File: src/rtl/eth_pkg.sv
// Shared Ethernet constants and types for the RMII receive and transmit paths.
package eth_pkg;

  localparam logic [31:0] CRC32_POLY    = 32'hEDB88320;
  localparam logic [31:0] CRC32_INIT    = 32'hFFFFFFFF;
  localparam logic [31:0] CRC32_RESIDUE = 32'hDEBB20E3;

  localparam logic [1:0] DIBIT_PRE = 2'b01;
  localparam logic [1:0] DIBIT_SFD = 2'b11;
  localparam logic [1:0] DIBIT_BAD = 2'b10;

  localparam int ST_CRC   = 0;
  localparam int ST_LEN   = 1;
  localparam int ST_PHY   = 2;
  localparam int ST_ALIGN = 3;

  typedef enum logic [1:0] {
    S_IDLE,
    S_PREAMBLE,
    S_DATA,
    S_DROP
  } rx_state_t;

  // One bit of the reflected CRC-32 shift register.
  function automatic logic [31:0] crc32_bit(input logic [31:0] crc, input logic d);
    crc32_bit = {1'b0, crc[31:1]} ^ ((crc[0] ^ d) ? CRC32_POLY : 32'h0);
  endfunction

endpackage

File: src/rtl/crc32_d2.sv
// Combinational CRC-32 update for one RMII dibit, bit 0 first.
module crc32_d2
  import eth_pkg::*;
(
  input  logic [31:0] crc_in,
  input  logic [1:0]  dibit,
  output logic [31:0] crc_out
);

  always_comb begin
    crc_out = crc32_bit(crc32_bit(crc_in, dibit[0]), dibit[1]);
  end

endmodule

File: src/rtl/rmii_rx.sv
// RMII receive front end: dibit-to-byte assembly, preamble/SFD strip, CRC and length checks,
// byte stream with sof/eof and status through a one-byte hold register (end-to-eof latency 1).
module rmii_rx
  import eth_pkg::*;
#(
  parameter int MIN_LEN = 64,
  parameter int MAX_LEN = 1522,
  parameter int LEN_W   = 11
) (
  input  logic             clk_mac,
  input  logic             rst,
  input  logic             eth_crsdv,
  input  logic [1:0]       eth_rxd,
  input  logic             eth_rxerr,
  output logic [7:0]       m_data,
  output logic             m_valid,
  output logic             m_sof,
  output logic             m_eof,
  output logic [3:0]       m_status,
  output logic [LEN_W-1:0] m_len
);

  localparam logic [LEN_W-1:0] MIN_L = LEN_W'(MIN_LEN);
  localparam logic [LEN_W-1:0] MAX_L = LEN_W'(MAX_LEN);

  rx_state_t        r_state;
  logic [1:0]       r_idx;
  logic [5:0]       r_part;
  logic [31:0]      r_crc;
  logic [LEN_W-1:0] r_len;
  logic             r_phy;
  logic [7:0]       r_hold;
  logic             r_hold_vld;
  logic             r_sof_pend;

  logic [7:0]       w_byte;
  logic [31:0]      w_crc [0:4];
  logic [LEN_W-1:0] w_len_inc;
  logic             w_end;
  logic             w_phy;
  logic [3:0]       w_status;

  assign w_byte    = {eth_rxd, r_part};
  assign w_len_inc = (r_len == {LEN_W{1'b1}}) ? r_len : r_len + LEN_W'(1);
  // Carrier may drop on even dibits as RMII toggling; only an odd-index drop ends the frame.
  assign w_end     = ~eth_crsdv & r_idx[0];
  assign w_phy     = r_phy | eth_rxerr;
  assign w_crc[0]  = r_crc;

  for (genvar k = 0; k < 4; k++) begin : g_crc
    crc32_d2 u_crc (
      .crc_in (w_crc[k]),
      .dibit  (w_byte[2*k +: 2]),
      .crc_out(w_crc[k+1])
    );
  end

  always_comb begin
    w_status           = 4'b0000;
    w_status[ST_CRC]   = (r_crc != CRC32_RESIDUE);
    w_status[ST_LEN]   = (r_len < MIN_L) || (r_len > MAX_L);
    w_status[ST_PHY]   = w_phy;
    w_status[ST_ALIGN] = (r_idx == 2'd3);
  end

  always_ff @(posedge clk_mac or posedge rst) begin
    if (rst) begin
      r_state    <= S_IDLE;
      r_idx      <= 2'd0;
      r_part     <= 6'd0;
      r_crc      <= CRC32_INIT;
      r_len      <= '0;
      r_phy      <= 1'b0;
      r_hold     <= 8'd0;
      r_hold_vld <= 1'b0;
      r_sof_pend <= 1'b0;
      m_data     <= 8'd0;
      m_valid    <= 1'b0;
      m_sof      <= 1'b0;
      m_eof      <= 1'b0;
      m_status   <= 4'd0;
      m_len      <= '0;
    end else begin
      m_valid  <= 1'b0;
      m_sof    <= 1'b0;
      m_eof    <= 1'b0;
      m_status <= 4'd0;
      m_len    <= '0;
      case (r_state)
        S_IDLE: begin
          if (eth_crsdv) r_state <= S_PREAMBLE;
        end
        S_PREAMBLE: begin
          if (!eth_crsdv) begin
            r_state <= S_IDLE;
          end else begin
            case (eth_rxd)
              DIBIT_SFD: begin
                r_state    <= S_DATA;
                r_idx      <= 2'd0;
                r_crc      <= CRC32_INIT;
                r_len      <= '0;
                r_phy      <= 1'b0;
                r_hold_vld <= 1'b0;
                r_sof_pend <= 1'b1;
              end
              DIBIT_BAD: r_state <= S_DROP;
              default:   r_state <= S_PREAMBLE;
            endcase
          end
        end
        S_DATA: begin
          r_phy <= w_phy;
          if (w_end) begin
            r_state    <= S_IDLE;
            r_hold_vld <= 1'b0;
            if (r_hold_vld) begin
              m_valid  <= 1'b1;
              m_data   <= r_hold;
              m_sof    <= r_sof_pend;
              m_eof    <= 1'b1;
              m_status <= w_status;
              m_len    <= r_len;
            end
          end else begin
            r_idx <= r_idx + 2'd1;
            case (r_idx)
              2'd0: r_part[1:0] <= eth_rxd;
              2'd1: r_part[3:2] <= eth_rxd;
              2'd2: r_part[5:4] <= eth_rxd;
              default: begin
                r_crc      <= w_crc[4];
                r_len      <= w_len_inc;
                r_hold     <= w_byte;
                r_hold_vld <= 1'b1;
                if (r_hold_vld) begin
                  m_valid    <= 1'b1;
                  m_data     <= r_hold;
                  m_sof      <= r_sof_pend;
                  r_sof_pend <= 1'b0;
                end
              end
            endcase
          end
        end
        default: begin
          if (!eth_crsdv) r_state <= S_IDLE;
        end
      endcase
    end
  end

endmodule

File: config.mk
export PLATFORM = sky130hd
export DESIGN_NAME = rmii_rx
export DESIGN_NICKNAME = d
export VERILOG_FILES = /design/src/rtl/eth_pkg.sv /design/src/rtl/crc32_d2.sv /design/src/rtl/rmii_rx.sv
export SDC_FILE = /design/constraint.sdc
export NUM_CORES = 1
export LEC_CHECK = 0
export CELL_PAD_IN_SITES_DETAIL_PLACEMENT = 0
export CELL_PAD_IN_SITES_GLOBAL_PLACEMENT = 1
export CORE_AREA = 2 2 104 116
export DETAILED_ROUTE_END_ITERATION = 16
export DIE_AREA = 0 0 106 118
export GPL_ROUTABILITY_DRIVEN = 0
export PLACE_DENSITY = 0.93
export SLEW_MARGIN = 15
export SYNTH_ARGS = -nofsm -noshare
export SYNTH_HDL_FRONTEND = slang
export SYNTH_HIERARCHICAL = 1
export SYNTH_SLANG_ARGS = --single-unit
File: constraint.sdc
create_clock -name clk_mac -period 4.6 [get_ports clk_mac]
set_clock_uncertainty 0.05 [all_clocks]
set_input_delay 0.92 -clock clk_mac [delete_from_list [all_inputs] [get_ports clk_mac]]
set_output_delay 0.92 -clock clk_mac [all_outputs]
set_load 0.01 [all_outputs]
After elaboration in Yosys (flattened, before gate mapping)
Index checks and enable logic that the tools add are counted.
{ "totals": {"reg_bits": 90, "inputBits": 6, "output_inout_bits": 26} }
{ "op_classes": {"n_addsub": 2, "order_cmp": 2, "n_eq_ne": 20, "n_mux": 60, "bitwise": 21, "n_reduce_logical": 17} }
{ "ops": {"columns": ["cell", "n"], "rows": [
  ["32-bit 2-to-1 mux", 12],
  ["31-bit by 32-bit bitwise XOR with 32-bit output", 8],
  ["11-bit 2-to-1 mux", 8],
  ["32-bit case mux with 2 select lines", 1],
  ["32-bit inequality test (second input constant)", 1],
  ["8-bit 2-to-1 mux", 3],
  ["11-bit case mux with 2 select lines", 1],
  ["1-bit 2-to-1 mux", 19],
  ["3-bit AND reduction", 6],
  ["2-bit 2-to-1 mux", 7],
  ["2-bit inequality test (second input constant)", 7],
  ["4-bit 2-to-1 mux", 3],
  ["6-bit AND reduction", 2],
  ["11-bit by 1-bit adder with 11-bit output (second input constant)", 1],
  ["11-bit == test (second input constant)", 1],
  ["11-bit > comparator (second input constant)", 1],
  ["11-bit by 7-bit < comparator with 1-bit output (second input constant)", 1],
  ["2-bit == test (second input constant)", 5],
  ["2-bit case mux with 2 select lines", 2],
  ["4-bit AND reduction", 2],
  ["1-bit bitwise XOR", 8],
  ["1-bit case mux with 2 select lines", 3],
  ["2-bit case mux with 3 select lines", 1],
  ["5-bit AND reduction", 1],
  ["13 further kinds", 18]
]} }

Logic depth before layout (Yosys ltp)
{ "depth": {"word_depth": 27, "mapped_depth": 10} }

Modules after synthesis
The synthesis kept the hierarchy.
{ "modules_own_cells": {"columns": ["mod", "n_inst", "cells_each", "area_per_inst_um2", "seq_area_each_um2"], "rows": [
  ["rmii_rx", 1, 352, 3938.8, 2292.2],
  ["crc32_d2", 4, 36, 414.1, 0.0]
]} }

Least setup slack after synthesis
No wires, ideal clock.
{ "synth_path": {"kind": "flip-flop to flip-flop", "start": "register r_part[0]", "end": "register r_crc[19]", "setup_ps": 80, "arrival_ps": 2305, "slack_ps": 2165, "path_stages_with_launch": 9, "n_path_buf": 1, "path_cell_list": "dfrtp_1 > xnor2_2 > buf_8 > xnor2_1 > xor3_1 > xnor2_1 > xor3_4 > nor2_1 > a21oi_1"} }
{ "synth_lines": {"columns": ["element", "line_no", "text"], "rows": [
  ["start: declaration", "rmii_rx.sv:28", "logic [5:0] r_part;"],
  ["start signal: assignment", "rmii_rx.sv:128", "2'd0: r_part[1:0] <= eth_rxd;"],
  ["end signal: assignment", "rmii_rx.sv:132", "r_crc <= w_crc[4];"],
  ["end: declaration", "rmii_rx.sv:29", "logic [31:0] r_crc;"]
]} }

==> results_dict.tcl <==
set metrics [dict create \
    clock_sinks 90 \
    tns_ns 0 \
    track_usage 0.177 \
    post_layout_nonfiller_instances 635 \
    dp_hpwl_mm 6.76 \
    area_growth_pct 6.53 \
    postSynthAreaPerCell_um2 11.3 \
    cts.reportedPaths.clkPinSlew_ns 0.07 \
    clock_path_buffers 2 \
    grt-busiest-layer "met2" \
    vdd_drop_max_v 0.000572 \
    syn-instance-count 496 \
    critPathRequiredTime_ns 4.79 \
    slew_headroom 0.455 \
    path_buf_inv 2 \
    grt_pass1_vias 3398 \
    final_max_slew_viol_count 0 \
    num_rows 41 \
    core_region_area_um2 11300 \
    wl_mm 10.5 \
    dieHeight_um 118 \
    netlist-cell-type-count 57 \
    ctsResizeCount 0 \
    grt_setup_unrepaired "false" \
    grt-ovfl-total 0 \
    drt-initial-drc-count 140 \
    cp_cell_sequence "clkdlybuf4s50_1 > xnor2_1 > buf_4 > xor3_4 > nor2_1 > a21oi_1" \
    drc 0 \
    layout_commonest_cell "nor2_1" \
    syn_nets 508 \
    setup_viol 0 \
    crit_path_end_kind "flop" \
    crit_family "XOR/XNOR gates" \
    cp_slowest_cell "xnor2_1" \
    synthMuxAreaShare 0.0496 \
    finalHoldViolCount 0 \
    post_cts_buffers 0 \
    via_count 3334 \
    nets 492 \
    cpPeakStageDelay_ns 0.73 \
    ys_seq_area_frac 0.410 \
    min_path_type "reg2reg" \
    ys_seq_elements 90 \
    critPathKind "in2reg" \
    viasPerCell 5.25 \
    layout-drive-gt1-share 0.231 \
    period_share 0.621 \
    cts-root-buf "clkbuf_16" \
    synth_compound_area_frac 0.0747 \
    status "finished clean" \
    die_w_um 106 \
    placedCellCount 619 \
    htree_levels 3 \
    holdBufCountCts 0 \
    synth_top_family_by_area "XOR/XNOR gates" \
    syn-cell-area_um2 5600 \
    use_met2 0.281 \
    final_cell_mix "nor2_1, dfrtp_1, xnor2_1" \
    diodes 0 \
    critPathMaxFanout 8 \
    antenna_found_initial 0 \
    reg2reg_slack_ns 1.90 \
    cts_tree "done" \
    async_flop_share 1.00 \
    drv_cap 0 \
    cts_buffers 9 \
    grt_util_met1 0.244 \
    met3_usage 0.0310 \
    postRouteAntennaNets 0 \
    synth_adder_area_share 0.0134 \
    wire_per_inst_um 16.6 \
    fin_crit_ns 2.86 \
    grt_max_degree 65 \
    io_buffers 31 \
    max_slew.worst_pin.slew_ns 0.811 \
    synth_edf_count 0 \
    yosysWarnings 6 \
    yosys.area_share.xor_xnor 0.218 \
    grt_first_pass_wirelength_mm 17.4 \
    synthFlopType "dfrtp_1" \
    crit_arrival_ns 3.05 \
    start_util 0.494 \
    fmax_ghz 0.350 \
    critPathLaunchType "input pin" \
    insertion_delay_ns 0.34 \
    synth-simple-area-share 0.127 \
    io_pins 32 \
    leakage_nw 2.61 \
    dr.pass1.iters 4 \
    die_area_um2 12500 \
    power_density_nw_per_um2 1080 \
]
[Yosys cell counts, drive strengths merged (3+ instances only)]
cell type	count	area, µm²
xor3	24	631
o21a	3	22.5
clkbuf	7	26.3
nor4b	5	50.0
mux2	22	248
xnor2	60	556
and2	12	75.1
dfrtp	58	1450
nand4	3	25.0
inv	13	48.8
and3	3	18.8
dfstp	32	841
buf	63	528
nand2	14	55.1
nor3	8	50.1
nand4b	4	35.0
mux2i	3	30.0
a21oi	40	200
xor2	4	35.0
nor4	4	25.0
nand3	5	25.0
ha	6	75.1
nand2b	3	18.8
o21ai	5	25.0
nor2	67	251
[area by class of cell]
type / instances / area, µm²
Fill cell: 1001 / 5380
Timing Repair Buffer: 43 / 400
Multi-Input combinational cell: 323 / 2700
Sequential cell: 90 / 2290
Inverter: 13 / 50.0
Clock inverter: 5 / 76.3
Tap cell: 150 / 188
Clock buffer: 11 / 253
[stage by stage]
stage	setup WS, ns	util	cell area, µm²	hold slack (ns)	total power, mW
finish	1.74	0.526	5960	0.453	6.46
global route	1.56	0.526	5960	0.474	6.86
CTS	1.74	0.526	5960	0.459	6.48
detailed placement	1.39	0.497	5630	0.434	5.64
global placement	1.46	0.497	5630	0.440	5.58
floorplan	1.35	-	5600	0.402	5.96
[worst register-to-register path: stages (launching register included)]
cell and delay [ns]:
dfstp_2 0.55, xnor2_1 0.12, buf_4 0.28, xnor2_1 0.12, xnor2_1 0.65, buf_4 0.30
xor3_4 0.32, nor2_1 0.13, a21oi_1 0.08
[logic make-up after synthesis]
logic type | after synthesis
AND/OR/NAND/NOR | 138
flip-flops | 90
XOR/XNOR | 88
buffers and inverters | 83
AO/OA/AOI/OAI | 66
multiplexers | 25
adder cells (fa/ha/maj) | 6
[per-layer routing]
metal  wire length (µm)  vias to the layer above
met5                  0                        -
met4                184                        0
met3                337                       12
met2               5060                       55
met1               4930                     1681
li1                   -                     1586
[flip-flops by register name (all words and copies together), names as in the netlist, 4 cells and up]
signal    cells
r_len        11
r_crc        32
r_part        6
r_hold        8
m_data        8
m_status      4
m_len        11
[final timing paths]
path / from / end / depth (start not counted)
hold / removal: r_sof_pend / m_sof / 2
hold reg to reg: r_sof_pend / m_sof / 2
setup reg to reg: r_crc[1] / r_crc[19] / 8
min in group asynchronous: rst / m_len[1] / 2
max in group asynchronous: rst / r_crc[3] / 3
setup / recovery: eth_rxd[1] / r_crc[19] / 6
[power breakdown]
| group | internal (mW) | switching [mW] | leakage (nW) |
|---|---|---|---|
| registers | 1.10 | 0.224 | 1.11 |
| clock network | 0.503 | 0.300 | 0.159 |
| logic | 2.75 | 1.58 | 1.34 |
| total | 4.35 | 2.10 | 2.61 |
(Power assumes the default switching activity.)
==> variant 1: new RTL, same settings <==
Re-encode `rx_state_t` (4 states) as Gray code, 2 bits wide.
--- a/src/rtl/eth_pkg.sv
+++ b/src/rtl/eth_pkg.sv
@@ -15,10 +15,10 @@
   localparam int ST_ALIGN = 3;
 
   typedef enum logic [1:0] {
-    S_IDLE,
-    S_PREAMBLE,
-    S_DATA,
-    S_DROP
+    S_IDLE     = 2'b00,
+    S_PREAMBLE = 2'b01,
+    S_DATA     = 2'b11,
+    S_DROP     = 2'b10
   } rx_state_t;
 
   // One bit of the reflected CRC-32 shift register.
Check against the original RTL: same outputs for any inputs over 10 cycles, from zero or initial values and one cycle with rst high; not proved beyond that.
==> variant 1 against the unedited design <==
Routed wire length is 0.89% lower; via count is 2.1% higher; die area stayed put; synthesized area is 2.3% higher; design area is 1.2% higher; worst setup slack worse by 0.020 ns; global-route usage is 0.26 points higher; count of clock-buffer cells in the layout is 1 lower; sequential cell count stayed put; critical path type unchanged; highest routed layer unchanged.
Power is left out: the tool's default activity adds up to more than one toggle a clock period on the data nets, which glitch-free logic cannot reach.
==> variant 1: results (changes against the unedited design) <==
Result of the run: finished clean (unchanged). The CTS root buffer is sky130_fd_sc_hd__clkbuf_16 (unchanged). The via density per instance is 5.24 (was 5.25). The total number of H-tree levels is 3 (unchanged).

The share of flip-flops with an asynchronous set or reset came out at 100% (unchanged). The kind of cell adding the most delay to the critical path was XOR/XNOR gates (unchanged). The total routing usage reported by global routing is 18.0% (was 17.7%). The via count of the first global-routing pass is 3,525 (was 3,398).

The net count of the finished layout came out at 506 (was 492). The iteration-0 DRC count of the detailed router came out at 173 (was 140). The number of buffers inserted by hold repair at cts was 0 (unchanged).

The area after detailed placement was 0.00574 mm2 (was 0.00563 mm2). The largest stage delay on the critical path is 0.81 ns (was 0.73 ns). The measured slew at the worst slew-check pin is 0.923 ns (was 0.811 ns).

The first-pass GRT wire length came to 17.7 mm (was 17.4 mm). Most common library cells after synthesis: sky130_fd_sc_hd__dfrtp_1 (58), sky130_fd_sc_hd__xnor2_1 (56), sky130_fd_sc_hd__buf_4 (54), sky130_fd_sc_hd__nand2_1 (53), sky130_fd_sc_hd__nor2_1 (38) (was sky130_fd_sc_hd__nor2_1 (67), sky130_fd_sc_hd__dfrtp_1 (58), sky130_fd_sc_hd__xnor2_1 (56), sky130_fd_sc_hd__buf_4 (49), sky130_fd_sc_hd__a21oi_1 (40)). The detailed-placement wirelength estimate is 6.95 mm (was 6.76 mm). The number of buffers inserted during clock tree synthesis is 9 (unchanged). Largest registers: r_crc x32, m_len x11, r_len x11 (unchanged). The number of setup buffers added after CTS is 0 (unchanged). The number of antenna violations at the first check in global routing is 0 (unchanged). The count of different cell masters after synthesis came out at 63 (was 57).

The fraction of layout cells with a size suffix above 1 came out at 22.4% (was 23.1%). The largest driver fanout on the critical path is 12 (was 8). The maximum buffer depth of the clock tree is 2 (unchanged).

The yosys synthesis warning count came out at 6 (unchanged). The average wire per cell in the routed design came out at 16.1 um (was 16.6 um). The number of buffers added on ports was 31 (unchanged). The worst slack after detailed placement is 1.37 ns (was 1.39 ns).

The total of cells resized after clock tree synthesis is 0 (unchanged). The total of fill cells in the finished design came out at 938 (was 1,001). The net count after synthesis came out at 531 (was 508).

The class of the worst hold path is reg -> reg (unchanged). The fraction of the yosys area taken by sequential cells is 40.0% (was 41.0%). The cell with the largest stage delay on the worst path is sky130_fd_sc_hd__xnor2_2 (was sky130_fd_sc_hd__xnor2_1). Leading cell types by total area after synthesis: sky130_fd_sc_hd__dfrtp_1 (25%), sky130_fd_sc_hd__dfstp_2 (15%), sky130_fd_sc_hd__xnor2_1 (8.6%) (was sky130_fd_sc_hd__dfrtp_1 (26%), sky130_fd_sc_hd__dfstp_2 (15%), sky130_fd_sc_hd__xnor2_1 (8.8%)). The maximum number of pins on one net before global-route repair is 64 (was 65). The number of detailed-route iterations in the first pass is 5 (was 4).
-- variant 1: cell types whose count changed in the layout (fill, tap and decap cells not counted), moves of 3 or more --
cell                      before  now
sky130_fd_sc_hd__a211o_1       0    3
sky130_fd_sc_hd__a21oi_1      40   10
sky130_fd_sc_hd__a31oi_1       1    5
sky130_fd_sc_hd__buf_4        12    9
sky130_fd_sc_hd__nand2_1      13   53
sky130_fd_sc_hd__nor2_1       67   38
sky130_fd_sc_hd__nor3_1        6    0
sky130_fd_sc_hd__o21ai_0       5   22
sky130_fd_sc_hd__o21ai_1       0   16
-- variant 1: cell type report --
| type | count | area, um2 | area share [%] |
|---|---|---|---|
| clock buffer | 10 | 229 | 3.79 |
| clock inverter | 6 | 67.6 | 1.12 |
| inverter | 13 | 50.0 | 0.829 |
| multi-input combinational | 339 | 2810 | 46.6 |
| sequential | 90 | 2290 | 38.0 |
| tap | 150 | 188 | 3.11 |
| timing repair buffer | 41 | 398 | 6.59 |
-- variant 1: cell families after synthesis --
group / Yosys count / synth area share, %
buf+inv: 90 / 10.9
fa+ha+maj: 6 / 1.31
xor+xnor: 88 / 21.3
simple gates: 147 / 13.3
flops: 90 / 40.0
mux: 21 / 4.11
compound gates: 77 / 9.07
-- variant 1: routing by layer --
| layer | GRT usage, % | up-vias | share of wire [%] |
|---|---|---|---|
| met1 | 22.1 | 1662 | 43 |
| met2 | 30.6 | 79 | 51 |
| met3 | 3.16 | 19 | 3.3 |
| met4 | 8.22 | 0 | 2.7 |
| li1 | - | 1644 | - |
| met5 | 0 | - | 0 |
-- variant 1: worst paths after layout --
path | startpoint | end | slack, ns | depth (start not counted)
max | eth_rxd[0] | r_crc[20] | 1.72 | 5
min | r_crc[31] | r_crc[31] | 0.42 | 2
max reg2reg | r_crc[0] | r_crc[20] | 1.78 | 7
min reg2reg | r_crc[31] | r_crc[31] | 0.42 | 2
max in group asynchronous | rst | r_len[3] | 2.50 | 3
min in group asynchronous | rst | r_len[9] | 0.89 | 2
-- variant 1: worst min-delay path, stage by stage (launching register included) --
cell and delay (ns):
sky130_fd_sc_hd__dfstp_2 0.38, sky130_fd_sc_hd__nand2_1 0.05, sky130_fd_sc_hd__o21ai_1 0.05
-- variant 1: stage by stage --
stage	utilization [%]	instances	hold WS, ns
final	53.2	649	0.422
after detailed placement	50.6	633	0.415
after global placement	50.6	633	0.411
after global routing	53.2	649	0.447
after floorplan	-	519	0.392
after CTS	53.2	649	0.425
==> variant 2: new RTL, config.mk and constraints unchanged <==
Made on the original files. `MIN_LEN`: 64 -> 32.
--- a/src/rtl/rmii_rx.sv
+++ b/src/rtl/rmii_rx.sv
@@ -3,7 +3,7 @@
 module rmii_rx
   import eth_pkg::*;
 #(
-  parameter int MIN_LEN = 64,
+  parameter int MIN_LEN = 32,
   parameter int MAX_LEN = 1522,
   parameter int LEN_W   = 11
 ) (
Check against the original RTL: same outputs for any inputs over 10 cycles, from zero or initial values and one cycle with rst high; that may be too few to reach the edited logic, so the function may still have changed.
==> variant 2 against the unedited design <==
Maximum frequency decreased by 2.8%; design area down 0.44%; synthesized cell count rose by 1.2%; first-iteration DRC count increased by 46%; worst setup slack worse by 0.083 ns; sequential cell count is the same; global-route usage shrank 0.21 points; synthesized area fell by 1.3%; die area unchanged; routed wire length down 3.8%; highest routed layer unchanged.
Power is not shown: default switching activity piles up to over one toggle a cycle in this logic, so the estimate is an artifact.
==> variant 2: results (changes against the unedited design) <==
The tightest slew margin relative to the limit came out at 31.7% (was 45.5%). The cell with the largest stage delay on the worst path is sky130_fd_sc_hd__a32o_2 (was sky130_fd_sc_hd__xnor2_1). The fraction of the mapped netlist area in adder cells came out at 1.36% (was 1.34%).

The destination of the critical timing path is r_crc[27] (was r_crc[19]). The fraction of layout cells with a size suffix above 1 is 22.2% (was 23.1%). Most common library cells after synthesis: sky130_fd_sc_hd__nor2_1 (70), sky130_fd_sc_hd__dfrtp_1 (58), sky130_fd_sc_hd__xnor2_1 (56), sky130_fd_sc_hd__buf_4 (51), sky130_fd_sc_hd__a21oi_1 (36) (was sky130_fd_sc_hd__nor2_1 (67), sky130_fd_sc_hd__dfrtp_1 (58), sky130_fd_sc_hd__xnor2_1 (56), sky130_fd_sc_hd__buf_4 (49), sky130_fd_sc_hd__a21oi_1 (40)). Leading cell types by total area after synthesis: sky130_fd_sc_hd__dfrtp_1 (26%), sky130_fd_sc_hd__dfstp_2 (15%), sky130_fd_sc_hd__xnor2_1 (8.9%) (was sky130_fd_sc_hd__dfrtp_1 (26%), sky130_fd_sc_hd__dfstp_2 (15%), sky130_fd_sc_hd__xnor2_1 (8.8%)). The fraction of synthesized cell area in xor and xnor cells is 22.1% (was 21.8%). The kind of cell adding the most delay to the critical path is buffers and inverters (was XOR/XNOR gates). The startpoint of the worst-slack reg-to-reg timing path was r_crc[0] (was r_crc[1]). The maximum number of pins on one net before global-route repair came out at 53 (was 65). The average footprint of a synthesized cell came to 11.0 um2 (was 11.3 um2). The net count after synthesis came out at 514 (was 508).

The net count of the finished layout was 497 (was 492). The number of cells traversed by the worst register-to-register path came out at 7 (was 8). The instance count after placement with tap cells included is 624 (was 619). The arrival time of data at the critical path endpoint came out at 3.15 ns (was 3.05 ns). The total routing usage reported by global routing was 17.5% (was 17.7%). The first-pass GRT wire length is 17.4 mm (about the same).

The count of different cell masters after synthesis came out at 53 (was 57). The mux contribution to synthesized area came to 5.23% (was 4.96%). The number of standard cells in the layout, taps in and fillers out came to 640 (was 635).

The detailed-placement wirelength estimate came out at 6.82 mm (was 6.76 mm). The start point of the critical path is eth_rxd[0] (was eth_rxd[1]). Result of the run: finished clean (unchanged). The global routing usage on met2 came out at 29.8% (was 28.1%).

The via count came to 3,311 (was 3,334). The met1 layer usage reported by global route came out at 22.8% (was 24.4%). The compound-cell area share of the yosys netlist came out at 6.52% (was 7.47%). The smallest hold slack is 0.448 ns (was 0.453 ns). The fraction of the yosys area taken by sequential cells came to 41.5% (was 41.0%). The iteration-0 DRC count of the detailed router is 205 (was 140).

The worst reg2reg path endpoint is r_crc[8] (was r_crc[19]). The area after detailed placement came to 0.00561 mm2 (was 0.00563 mm2).
[variant 2: cell count changes in the layout (fill, tap and decap cells not counted), moves of 3 or more]
cell,unedited run,this run
sky130_fd_sc_hd__nor4_1,4,8
sky130_fd_sc_hd__nand2_1,13,22
sky130_fd_sc_hd__nor2_1,67,70
sky130_fd_sc_hd__nor3_1,6,3
sky130_fd_sc_hd__nor4b_1,4,1
sky130_fd_sc_hd__nand3_1,5,10
sky130_fd_sc_hd__a21oi_1,40,36
sky130_fd_sc_hd__o211ai_1,0,4
[variant 2: cell type report]
cell class | instances | area (um2)
Clock buffer | 12 | 258
Multi-Input combinational cell | 326 | 2660
Sequential cell | 90 | 2290
Timing Repair Buffer | 45 | 415
Tap cell | 150 | 188
Inverter | 13 | 50.0
Fill cell | 960 | 5400
Clock inverter | 4 | 71.3
[variant 2: per-layer routing]
layer	vias to the layer above	wire length, um
met4	0	129
met3	12	320
met2	55	5200
met5	-	0
met1	1649	4470
li1	1595	-
